==> src/rtl/multicycle_ctrl.sv <==
// multicycle_ctrl: multi-cycle FETCH..WB sequencer that owns the PC
// and drives the datapath controls. Optional trap: ILLEGAL_TRAP_EN.
module multicycle_ctrl #(
  parameter int unsigned     XLEN     = 32,
  parameter logic [XLEN-1:0] RESET_PC = XLEN'(32'h0000_0028),
  parameter int unsigned     MAX_INS  = 0,
  parameter int unsigned     CNT_W    = 16
) (
  input  logic             clk,
  input  logic             reset,
  input  logic             run,
  input  logic [31:0]      ins,
  input  logic             zero,
  input  logic [XLEN-1:0]  PCp4,
  input  logic [XLEN-1:0]  branch,
  input  logic [XLEN-1:0]  jTarget,
  output logic [XLEN-1:0]  PCin,
  output logic             RegWrite,
  output logic             ALUSrc,
  output logic [2:0]       op,
  output logic             MemRead,
  output logic             MemWrite,
  output logic             Mem2Reg,
  output logic [2:0]       state,
  output logic [CNT_W-1:0] retired,
  output logic             done,
  output logic             err
);

  localparam logic [2:0] S_IDLE   = 3'd0;
  localparam logic [2:0] S_FETCH  = 3'd1;
  localparam logic [2:0] S_DECODE = 3'd2;
  localparam logic [2:0] S_EXEC   = 3'd3;
  localparam logic [2:0] S_MEM    = 3'd4;
  localparam logic [2:0] S_WB     = 3'd5;
  localparam logic [2:0] S_TRAP   = 3'd6;

  localparam logic [6:0] OPC_LD  = 7'h03;
  localparam logic [6:0] OPC_ST  = 7'h23;
  localparam logic [6:0] OPC_R   = 7'h33;
  localparam logic [6:0] OPC_I   = 7'h13;
  localparam logic [6:0] OPC_JAL = 7'h6F;
  localparam logic [6:0] OPC_BEQ = 7'h63;

  localparam logic [2:0] ALU_AND = 3'b000;
  localparam logic [2:0] ALU_OR  = 3'b001;
  localparam logic [2:0] ALU_ADD = 3'b010;
  localparam logic [2:0] ALU_SUB = 3'b110;
  localparam logic [2:0] ALU_SLT = 3'b111;

  localparam bit               LIM_EN = (MAX_INS != 0);
  localparam logic [CNT_W-1:0] MAX_C  = CNT_W'(MAX_INS);
  localparam logic [CNT_W-1:0] CNT_1  = CNT_W'(1);
  localparam logic [CNT_W-1:0] CNT_SAT = {CNT_W{1'b1}};

  logic [2:0]       state_q, state_d;
  logic [XLEN-1:0]  pc_q, pc_d;
  logic [31:0]      ir_q, ir_d;
  logic [CNT_W-1:0] retired_q, retired_d;
  logic             done_q, done_d;
  logic             retire;
  logic             limit_hit;

  logic [6:0] opc;
  logic [2:0] funct3;
  logic       funct7_5;
  logic       is_ld, is_st, is_r, is_i, is_jal, is_beq;
  logic       is_known;
  logic [2:0] alu_op;
  logic       unused_ir;

  assign opc      = ir_q[6:0];
  assign funct3   = ir_q[14:12];
  assign funct7_5 = ir_q[30];
  assign unused_ir = ^{ir_q[31], ir_q[29:15], ir_q[11:7]};

  assign is_ld  = (opc == OPC_LD);
  assign is_st  = (opc == OPC_ST);
  assign is_r   = (opc == OPC_R);
  assign is_i   = (opc == OPC_I);
  assign is_jal = (opc == OPC_JAL);
  assign is_beq = (opc == OPC_BEQ);
  assign is_known = is_ld | is_st | is_r | is_i | is_jal | is_beq;

  assign limit_hit = LIM_EN && ((retired_q + CNT_1) == MAX_C);

  // ALU operation selected from the latched instruction
  always_comb begin
    alu_op = ALU_ADD;
    if (is_r) begin
      unique case (funct3)
        3'b000:  alu_op = funct7_5 ? ALU_SUB : ALU_ADD;
        3'b111:  alu_op = ALU_AND;
        3'b110:  alu_op = ALU_OR;
        3'b010:  alu_op = ALU_SLT;
        default: alu_op = ALU_ADD;
      endcase
    end else if (is_beq) begin
      alu_op = ALU_SUB;
    end
  end

`ifdef ILLEGAL_TRAP_EN
  logic err_q, err_d;
  logic trap_go;
`endif

  // FSM state register
  always_ff @(posedge clk or posedge reset) begin
    if (reset) begin
      state_q <= S_IDLE;
    end else begin
      state_q <= state_d;
    end
  end

  // Next state; retire marks the edge that finishes an instruction
  always_comb begin
    state_d = state_q;
    retire  = 1'b0;
`ifdef ILLEGAL_TRAP_EN
    trap_go = 1'b0;
`endif
    unique case (state_q)
      S_IDLE: begin
        if (run && !done_q) state_d = S_FETCH;
      end
      S_FETCH: begin
        state_d = S_DECODE;
      end
      S_DECODE: begin
        if (is_known) begin
          state_d = S_EXEC;
        end else begin
`ifdef ILLEGAL_TRAP_EN
          state_d = S_TRAP;
          trap_go = 1'b1;
`else
          retire = 1'b1;
`endif
        end
      end
      S_EXEC: begin
        if (is_ld || is_st)  state_d = S_MEM;
        else if (is_beq)     retire  = 1'b1;
        else if (is_known)   state_d = S_WB;
        else                 retire  = 1'b1;
      end
      S_MEM: begin
        if (is_ld) state_d = S_WB;
        else       retire  = 1'b1;
      end
      S_WB: begin
        retire = 1'b1;
      end
      S_TRAP: begin
`ifdef ILLEGAL_TRAP_EN
        state_d = S_TRAP;
`else
        state_d = S_IDLE;
`endif
      end
      default: begin
        state_d = S_IDLE;
      end
    endcase
    if (retire) state_d = (run && !limit_hit) ? S_FETCH : S_IDLE;
  end

  // Next values of PC, IR, retire counter and done flag
  always_comb begin
    pc_d      = pc_q;
    ir_d      = ir_q;
    retired_d = retired_q;
    done_d    = done_q;
    if (state_q == S_FETCH) ir_d = ins;
    if (retire) begin
      if (is_beq)      pc_d = zero ? branch : PCp4;
      else if (is_jal) pc_d = jTarget;
      else             pc_d = PCp4;
      if (retired_q != CNT_SAT) retired_d = retired_q + CNT_1;
      if (limit_hit) done_d = 1'b1;
    end
  end

  // Datapath-side registers
  always_ff @(posedge clk or posedge reset) begin
    if (reset) begin
      pc_q      <= RESET_PC;
      ir_q      <= '0;
      retired_q <= '0;
      done_q    <= 1'b0;
    end else begin
      pc_q      <= pc_d;
      ir_q      <= ir_d;
      retired_q <= retired_d;
      done_q    <= done_d;
    end
  end

`ifdef ILLEGAL_TRAP_EN
  // Sticky illegal-opcode flag
  always_comb begin
    err_d = err_q | trap_go;
  end

  // Illegal-opcode flag register
  always_ff @(posedge clk or posedge reset) begin
    if (reset) begin
      err_q <= 1'b0;
    end else begin
      err_q <= err_d;
    end
  end

  assign err = err_q;
`else
  assign err = 1'b0;
`endif

  // Moore control outputs from state and latched instruction
  always_comb begin
    RegWrite = 1'b0;
    ALUSrc   = 1'b0;
    op       = ALU_ADD;
    MemRead  = 1'b0;
    MemWrite = 1'b0;
    Mem2Reg  = 1'b0;
    if (state_q == S_EXEC || state_q == S_MEM || state_q == S_WB) begin
      ALUSrc = is_ld | is_st | is_i | is_jal;
      op     = alu_op;
    end
    if (state_q == S_MEM) begin
      MemRead  = is_ld;
      MemWrite = is_st;
    end
    if (state_q == S_WB) begin
      MemRead  = is_ld;
      RegWrite = 1'b1;
      Mem2Reg  = is_ld;
    end
  end

  assign PCin    = pc_q;
  assign state   = state_q;
  assign retired = retired_q;
  assign done    = done_q;

endmodule

==> config.mk <==
export PLATFORM = sky130hd
export DESIGN_NAME = multicycle_ctrl
export DESIGN_NICKNAME = d
export VERILOG_FILES = /design/src/rtl/multicycle_ctrl.sv
export SDC_FILE = /design/constraint.sdc
export NUM_CORES = 1
export LEC_CHECK = 0
export CORE_MARGIN = 2
export CORE_UTILIZATION = 34
export CTS_CLUSTER_DIAMETER = 30
export CTS_CLUSTER_SIZE = 12
export DETAILED_ROUTE_END_ITERATION = 8
export GPL_TIMING_DRIVEN = 1
export PLACE_DENSITY_LB_ADDON = 0.3
export SLEW_MARGIN = 30
export SYNTH_ARGS = -nofsm -noshare
export SYNTH_HDL_FRONTEND = slang
export SYNTH_SLANG_ARGS = --single-unit
==> constraint.sdc <==
create_clock -name clk -period 2.1 [get_ports clk]
set_clock_uncertainty 0.2 [all_clocks]
set_input_delay 0.315 -clock clk [delete_from_list [all_inputs] [get_ports clk]]
set_output_delay 0.315 -clock clk [all_outputs]
set_load 0.01 [all_outputs]
==> impl_metrics.py <==
metrics = {
    "outcome": {
        "status": "complete, but fails checks",
        "violations": "setup timing",
    },
    "route": {
        "postRouteAntennaNets": 0,
        "wl_per_cell_um": 18.31,
        "drc_errors": 0,
        "drt-vias-per-instance": 5.223,
        "drt_iter0_drc": 66,
        "first_pass_iters": 4,
        "drt-total-wl_mm": 12.32,
        "vias": 3515,
    },
    "global_route": {
        "grt_max_degree": 63,
        "overflow": 0,
        "grt_use_met2_pct": 35.81,
        "met1_usage_pct": 24.57,
        "antenna_found_initial": 0,
        "grt_pass1_vias": 3451,
        "gr-usage-all-layers_pct": 20.45,
        "top_usage_layer": "met2",
        "grt_use_met3_pct": 4.210,
        "grt_pass1_wl_mm": 16.53,
    },
    "setup_path": {
        "worstPathRequired_ns": 2.14,
        "worstSetupPathType": "flip-flop to flip-flop",
        "startpoint": "ir_q[1]",
        "max_stage_delay_ns": 0.40,
        "critPathLaunchType": "flip-flop",
        "crit_path_end": "PCin[26]",
        "crit_path_max_fanout": 7,
        "rrSetupSlack_ns": -0.17,
        "slowest_stage": "dfrtp_1",
        "cp_cell_sequence": "and4bb_2 -> buf_4 -> a311oi_4 -> a31oi_4 -> buf_12 -> clkbuf_16 -> o31ai_4",
        "cp_top_family": "compound AO/OA/AOI/OAI gates",
        "crit_buf_inv": 3,
        "r2r-start": "ir_q[1]",
        "crit_cells": 7,
        "crit_path_end_kind": "flip-flop",
        "reg2reg_depth": 7,
        "reg2reg_to": "PCin[26]",
        "arrival_ns": 2.31,
    },
    "layout": {
        "areaGrowthSynthToFinish_pct": 94.41,
        "filler_cell_count": 720,
        "final_util_pct": 67.84,
        "final_cell_mix": "clkdlybuf4s50_1 (161), dfrtp_1 (59), nand2_1 (40), nor2_1 (38), buf_4 (33)",
        "drive_gt1_share_pct": 28.86,
        "final_area_mm2": 0.006269,
        "final_common_cell": "clkdlybuf4s50_1",
        "antenna_cells": 0,
        "final_nets": 673,
    },
    "die": {
        "die_w_um": 101.4,
        "die-area_mm2": 0.01028,
        "boundaryPins": 193,
        "start_util_pct": 34.90,
        "core-area_mm2": 0.009240,
        "fp.dieH_um": 101.4,
        "rows": 35,
    },
    "logic_synthesis": {
        "syn_area_mm2": 0.003224,
        "synth_edf_count": 0,
        "synth_top_area_share_pct": 46.57,
        "netlist_top_cells_area": "dfrtp_1 (47%), o31ai_1 (7.5%), o22ai_1 (6.2%), nand2_1 (5.2%), nor2_1 (4.7%)",
        "syn-instance-count": 332,
        "yosysTopAreaCell": "dfrtp_1",
        "seq_area_frac_synth_pct": 48.20,
        "yosys_warnings": 0,
        "syn_avg_cell_area_um2": 9.712,
        "async_reset_ff_share_pct": 100.0,
        "synth_cell_type_count": 45,
        "synthFlopType": "dfrtp_1",
        "ys_seq_elements": 62,
    },
    "placement": {
        "dp_slack_ns": -0.2031,
        "io_buffers": 169,
        "dp_hpwl_mm": 7.174,
        "place_congestion": 0.8298,
        "place_area_mm2": 0.005192,
    },
    "timing": {
        "finalMaxSlewViolations": 0,
        "maxClockFrequency_mhz": 441.3,
        "fin_crit_sh_pct": 107.9,
        "period_minus_slack_ns": 2.266,
        "layout_setup_ws_ns": -0.1660,
        "hold_viol_final": 0,
        "setup_viol": 54,
        "fin_tns_setup_ns": -5.651,
        "rsz0062_at_grt": "true",
    },
    "power_and_ir_drop": {
        "ir_drop_mv": 0.6624,
        "p_leak_uw": 0.002517,
        "power_uw": 7896,
        "power.density_mw_per_mm2": 1260,
    },
    "cts": {
        "cts_tree": "done",
        "cts_hold_buffers": 0,
        "path_clk_slew_ns": 0.08,
        "insertion_delay_ns": 0.34,
        "root_buffer": "clkbuf_8",
        "htreeDepth": 3,
        "cts_buffers": 9,
        "cts_buffer_depth": 2,
        "clock_sinks": 62,
    },
    "run": {
        "cap_violations": 0,
    },
    "hold_path": {
        "hp-class": "input port to async pin",
    },
}
[timing repair]
| item | CTS | global route |
|---|---|---|
| pin swaps | 8 | 9 |
| setup endpoints to repair | 46 | 57 |
| setup buffers | 8 | 8 |
| resized for setup | 61 | 73 |
| cloned | 1 | 8 |
[layer usage]
layer / part of all wire [%] / up-vias
met5: 0 / -
met4: 1.4 / 0
met2: 52 / 140
met1: 40 / 1727
met3: 5.7 / 19
li1: - / 1629
[worst min path at each step]
| stage | from | cells after the start | slack (ns) | end |
|---|---|---|---|---|
| floorplan | ins[4] | 2 | 0.23 | ir_q[4] |
| global placement | PCin[1] | 2 | 0.26 | PCin[1] |
| detailed placement | PCin[5] | 2 | 0.26 | PCin[5] |
| CTS | reset | 3 | 0.16 | retired[4] |
| global route | reset | 3 | 0.20 | retired[4] |
| finish | reset | 3 | 0.15 | retired[7] |
[layout make-up]
cell class	instances	area, µm²	share of cell area [%]
tap	129	161.4	2.575
sequential	62	1555	24.81
timing repair buffer	221	2252	35.93
clock buffer	10	137.6	2.196
clock inverter	5	60.06	0.9581
inverter	5	18.77	0.2994
multi-input combinational	241	2083	33.23
[cells by family after synthesis]
| group | synth area share, % |
|---|---|
| AOI/OAI and AO/OA | 18.67 |
| xor gates and xnor gates | 2.988 |
| adders and majority gates | 0.3880 |
| muxes | 4.656 |
| other | 0.1163 |
| buffers and inverters | 5.549 |
| DFF | 48.20 |
| and+or+nand+nor | 19.44 |
[cells in the mapped netlist, types with 2 or more instances]
master    count
nand2b_1      3
and3_1        3
o21ai_0       3
xnor2_1       5
nor2_1       40
buf_2         8
dfstp_2       2
buf_4         3
nand3_1       9
clkbuf_1      8
nor3_1        2
o31ai_1      32
and4_1        3
nor4_1        5
xor2_1        6
nor3b_1       2
mux2_2       11
inv_1         5
o22ai_1      32
nand2_1      45
nor2b_1       2
buf_6         6
nand4_1       7
a31oi_1       2
a21oi_1       9
dfrtp_1      60
[stage by stage]
step                      hold slack [ns]  cells
final                              0.1527    673
after global routing               0.1995    673
after detailed placement           0.2648    634
after floorplan                    0.2318    333
after CTS                          0.1556    658
after global placement             0.2581    634
[worst reg2reg max path: stages, from the launching register on]
cell       delay, ns
dfrtp_1         0.40
and4bb_2        0.27
buf_4           0.17
a311oi_4        0.31
a31oi_4         0.19
buf_12          0.19
clkbuf_16       0.18
o31ai_4         0.26
[registers in the layout (all words and copies together), names as in the netlist]
signal,count
PCin,32
retired,16
ir_q,11
state,3
[power by group]
part	switching, µW	internal [µW]	total [µW]
sequential	348	1710	2060
clock	497	573	1070
combinational	2150	2610	4770
total	3000	4900	7900
No activity file was read; power rests on OpenSTA's default activity.
